**src/rtl/cuadrado.sv**
```systemverilog
// Sequential unsigned squarer: base^2 by shift-and-add over WIDTH cycles.
// Latency is data-independent; results are held until the next completion.
module cuadrado #(
    parameter int WIDTH = 16
) (
    input  logic             clk,
    input  logic             rst,
    input  logic             iniciar,
    input  logic [WIDTH-1:0] base,
    output logic [WIDTH-1:0] cuadrado_res,
    output logic             desborde,
    output logic             ocupado,
    output logic             terminado
);

    localparam int CW = (WIDTH > 1) ? $clog2(WIDTH) : 1;

    typedef enum logic [1:0] {
        S_IDLE = 2'd0,
        S_CALC = 2'd1,
        S_FIN  = 2'd2
    } state_t;

    state_t             r_state;
    state_t             w_next;
    logic [2*WIDTH-1:0] r_mcand;
    logic [2*WIDTH-1:0] r_acc;
    logic [2*WIDTH-1:0] w_acc_next;
    logic [WIDTH-1:0]   r_mult;
    logic [WIDTH-1:0]   r_res;
    logic               r_desb;
    logic [CW-1:0]      r_cnt;
    logic               w_last;

    assign w_last     = (r_cnt == CW'(WIDTH - 1));
    assign w_acc_next = r_mult[0] ? (r_acc + r_mcand) : r_acc;

    always_ff @(posedge clk or posedge rst) begin
        if (rst) begin
            r_state <= S_IDLE;
        end else begin
            r_state <= w_next;
        end
    end

    always_comb begin
        w_next = r_state;
        case (r_state)
            S_IDLE:  if (iniciar) w_next = S_CALC;
            S_CALC:  if (w_last)  w_next = S_FIN;
            S_FIN:   w_next = S_IDLE;
            default: w_next = S_IDLE;
        endcase
    end

    always_comb begin
        ocupado   = (r_state != S_IDLE);
        terminado = (r_state == S_FIN);
    end

    // The final iteration's add is folded into the captured result.
    always_ff @(posedge clk or posedge rst) begin
        if (rst) begin
            r_mcand <= '0;
            r_mult  <= '0;
            r_acc   <= '0;
            r_cnt   <= '0;
            r_res   <= '0;
            r_desb  <= 1'b0;
        end else begin
            case (r_state)
                S_IDLE: begin
                    if (iniciar) begin
                        r_mcand <= {{WIDTH{1'b0}}, base};
                        r_mult  <= base;
                        r_acc   <= '0;
                        r_cnt   <= '0;
                    end
                end
                S_CALC: begin
                    r_acc   <= w_acc_next;
                    r_mcand <= r_mcand << 1;
                    r_mult  <= r_mult >> 1;
                    r_cnt   <= r_cnt + CW'(1);
                    if (w_last) begin
                        r_res  <= w_acc_next[WIDTH-1:0];
                        r_desb <= |w_acc_next[2*WIDTH-1:WIDTH];
                    end
                end
                default: ;
            endcase
        end
    end

    assign cuadrado_res = r_res;
    assign desborde     = r_desb;

endmodule

```
**config.mk**
```make
export PLATFORM = sky130hd
export DESIGN_NAME = cuadrado
export DESIGN_NICKNAME = d
export VERILOG_FILES = /design/src/rtl/cuadrado.sv
export SDC_FILE = /design/constraint.sdc
export NUM_CORES = 1
export LEC_CHECK = 0
export CORE_ASPECT_RATIO = 0.5
export CORE_MARGIN = 3
export CORE_UTILIZATION = 61
export CTS_CLUSTER_DIAMETER = 50
export DETAILED_ROUTE_END_ITERATION = 10
export GPL_ROUTABILITY_DRIVEN = 0
export PLACE_DENSITY = 0.81
export SYNTH_ARGS = -nofsm -noshare
export SYNTH_HDL_FRONTEND = slang
export SYNTH_SLANG_ARGS = --single-unit
```
**constraint.sdc**
```tcl
create_clock -name clk -period 4.87 [get_ports clk]
set_clock_uncertainty 0.2 [all_clocks]
set_input_delay 0.974 -clock clk [delete_from_list [all_inputs] [get_ports clk]]
set_output_delay 0.974 -clock clk [all_outputs]
set_load 0.01 [all_outputs]
```
==> results <==
- The run finished with clean final reports.
- For this configuration, the core starts out at a cell density of 0.6575.
- The number of buffers created by CTS is 9.
- The number of standard cells after synthesis is 683.
- For this run, the slowest stage of the critical path takes 0.54 ns.
- The cell with the biggest individual delay on the critical path is a211oi_2.
- Walking the worst path, the cells encountered are ha_1 > and2_1 > nand3_1 > a2111o_1 > a211oi_2 > nor3_1 > and4bb_2 > nand4_1 > nor4_2 > a41oi_2.
- The share of flip-flops with an asynchronous set or reset is 1.000.
- Headroom to the max-slew limit came out at 0.3362.
- The area of the core is 9884 um2.
- For the worst setup path, the data arrival time is 3.44 ns.
- The total die area is 12000 um2.
- The die boundary height is 78.99 um.
- The detail route stage leaves a number of antenna-violating nets equal to 0.
- Row generation in the floorplan step produced 25 rows.
- The count of unique library cells instantiated by Yosys is 74.
- The total detailed-routing wirelength is 16140 um.
- The maximum operating frequency is 291.9 MHz.
- The number of pins with negative max-slew slack in the final report is 0.
- The number of gates resized after CTS was 0.
- STA classifies the critical path endpoint as a register.
- The standby leakage power is 3.288 nW.
- The global-route wire length before repair is 26900 um.
- The first detailed-routing pass ran for 5 iterations.
- The layout has 770 filler cells.
- The post-layout total power is 4.470 mW.
- The mean instance size in the synthesized netlist is 9.515 um2.
- The final critical delay including setup and external delays is 3.426 ns.
- The via count is 5478.
- In this run the power density over the cells is 621.1 nW/um2.
- The HPWL after detailed placement is 11210 um.
- The number of maximum-capacitance constraint violations is 0.
- The total DRC errors in the routed layout is 0.
- The switching portion of total power is 0.4399.
- The count of flip-flops with a built-in enable after synthesis is 0.
- Ranked by total cell area, the synthesized netlist is headed by dfrtp_1, ha_1, a22o_1.
- The synthesized cell area is 6499 um2.
- The share of total power dissipated in the clock network is 0.158.
- The worst-margin pin slew is 0.9956 ns.
- The synthesized design contains 103 register bits.
- The most used flip-flop cell after synthesis is dfrtp_1.
- The final clock period utilization by the worst path is 0.7036.
- The net switching power is 1.966 mW.
- The share of power burned in registers is 0.330.
- After routing, the total negative slack on setup checks comes to 0 ns.
- The cell sitting at the root of the clock tree is a clkbuf_16.
- VDD sags by at most 288.0 uV.
- The total overflow left after global routing is 0.
- The detailed router finished its first iteration with 494 violations.
- In the final layout, the share of cells above drive strength 1 is 0.07030.
- The via count of the first global-routing pass is 5216.
- The pin count of the biggest net entering global routing is 56.
- The worst path meets setup with 1.444 ns of slack.
- The library cell used most frequently in the layout, excluding fill and tap cells, is dfrtp_1.
- Setup repair after global routing left no endpoint under its margin.
- The internal power of the cells is 2.503 mW.
- The maximum clock path buffer count is 2.
- The number of H-tree levels is 3.
- The maximum fanout along the worst path is 7.
- The number of antenna diodes is 0.
- The initial antenna violation count is 0.
- The number of nets produced by synthesis is 735.
- The number of warnings reported in the yosys synthesis log is 0.
- The critical path required time is 4.88 ns.
- The worst setup path is launched from a register.
- Hold is met by 0.2800 ns.
- The count of final hold-check violations is 0.
- During placement, the flow inserted port buffers numbering 37.
- TritonCTS built the clock tree.
- The post-synthesis sequential area ratio is 0.3966.
- Clock-pin slew was measured on the worst setup and hold paths at 0.07 ns.
- The final setup violation count is 0.
- The category of the most critical setup path is register to register.
- The synthesized design spends more area on one cell type than any other, namely dfrtp_1.
- The latest clock arrival within the worst-skew pair is 0.35 ns.
- In this run the count of I/O pins placed on the die edge is 38.
- The post-CTS setup-driven buffer insertion count is 0.
- Measured along the x axis, the die boundary spans 152.0 um.
- The net count of the finished layout is 744.
- The number of vias per cell is 6.584.
- The proportion of power drawn by combinational gates is 0.512.
- The path class of the tightest hold or removal check is register to register.
- In the final routed layout, each cell accounts on average for 19.40 um.
- Relative to the synthesized area, the layout overhead comes to 10.72%.
- Across every metal layer, demand over resource in global routing totals 0.2766.
- The number of clock sinks seen by CTS is 103.
- The area fraction of the dominant cell type after synthesis is 0.3966.
- The hold buffer count at cts is 0.
- The top cell types in the final layout, fill and taps aside, are dfrtp_1, nand2_1, a21oi_1.
- The post-placement setup slack is 1.529 ns.
[metrics by stage]
step / area [um2] / cells / utilization
floorplan: 6499 / 683 / -
detailed placement: 6909 / 816 / 0.6990
global placement: 6909 / 816 / 0.6990
CTS: 7196 / 832 / 0.7280
global route: 7196 / 832 / 0.7280
finish: 7196 / 832 / 0.7280
[synth_stat cells (10+ instances only)]
| master | number |
|---|---|
| a21o_1 | 23 |
| a21oi_1 | 56 |
| a221o_1 | 30 |
| a22o_1 | 36 |
| clkbuf_1 | 35 |
| dfrtp_1 | 103 |
| ha_1 | 32 |
| mux2i_1 | 17 |
| nand2_1 | 78 |
| nand2b_1 | 32 |
| nand4_1 | 10 |
| nor2_1 | 23 |
| nor2b_1 | 10 |
| o21ai_0 | 51 |
| xnor2_1 | 15 |
[kinds of logic after synthesis]
| logic type | share of synthesized area |
|---|---|
| DFF | 0.3966 |
| AOI/OAI and AO/OA | 0.2953 |
| muxes | 0.02618 |
| xor gates and xnor gates | 0.03100 |
| buffers and inverters | 0.03812 |
| and+or+nand+nor | 0.1481 |
| adders and majority gates | 0.06469 |
[power groups by stage]
stage               sequential, mW  combinational (mW)  clock [mW]
floorplan                     1.41                1.74           0
detailed placement            1.47                2.24           0
global route                  1.51                2.51       0.755
finish                        1.48                2.29       0.704
global placement              1.46                2.19           0
CTS                           1.47                2.26       0.714
[area by class of cell]
type / instances / area [um2] / area share
Clock buffer: 11 / 242.7 / 0.03373
Clock inverter: 5 / 43.79 / 0.006086
Inverter: 6 / 25.02 / 0.003478
Multi-Input combinational cell: 524 / 3685 / 0.5121
Sequential cell: 103 / 2577 / 0.3582
Tap cell: 135 / 168.9 / 0.02347
Timing Repair Buffer: 48 / 452.9 / 0.06295
[path summary, 6_finish.rpt]
| kind | depth (start not counted) | end | slack (ns) | start |
|---|---|---|---|---|
| worst max-delay path | 10 | desborde | 1.44 | r_mcand[10] |
| worst min-delay path | 2 | cuadrado_res[14] | 0.28 | cuadrado_res[14] |
| worst max register to register | 10 | desborde | 1.44 | r_mcand[10] |
| worst min register to register | 2 | cuadrado_res[14] | 0.28 | cuadrado_res[14] |
| max in group asynchronous | 3 | r_acc[25] | 2.77 | rst |
| min in group asynchronous | 2 | r_mult[13] | 0.88 | rst |
[critical path: cells and delay by family (launching register included)]
kind	cells	cell delay (ns)
AOI/OAI and AO/OA	3	1.15
DFF	1	0.44
and+or+nand+nor	6	1.03
adders and majority gates	1	0.45
[layer usage]
metal	track usage	vias to the layer above	share of wire
met3	0.06097	25	0.067
met2	0.4363	193	0.44
met4	0.06368	0	0.014
met1	0.3951	2668	0.47
li1	-	2592	-
met5	0	-	0
[registers in the layout, indices dropped and copies added (netlist names)]
name / flops
r_acc: 32
r_state: 2
r_mcand: 32
r_mult: 16
cuadrado_res: 16
desborde: 1
r_cnt: 4
Power figures use the tool's default switching activity.
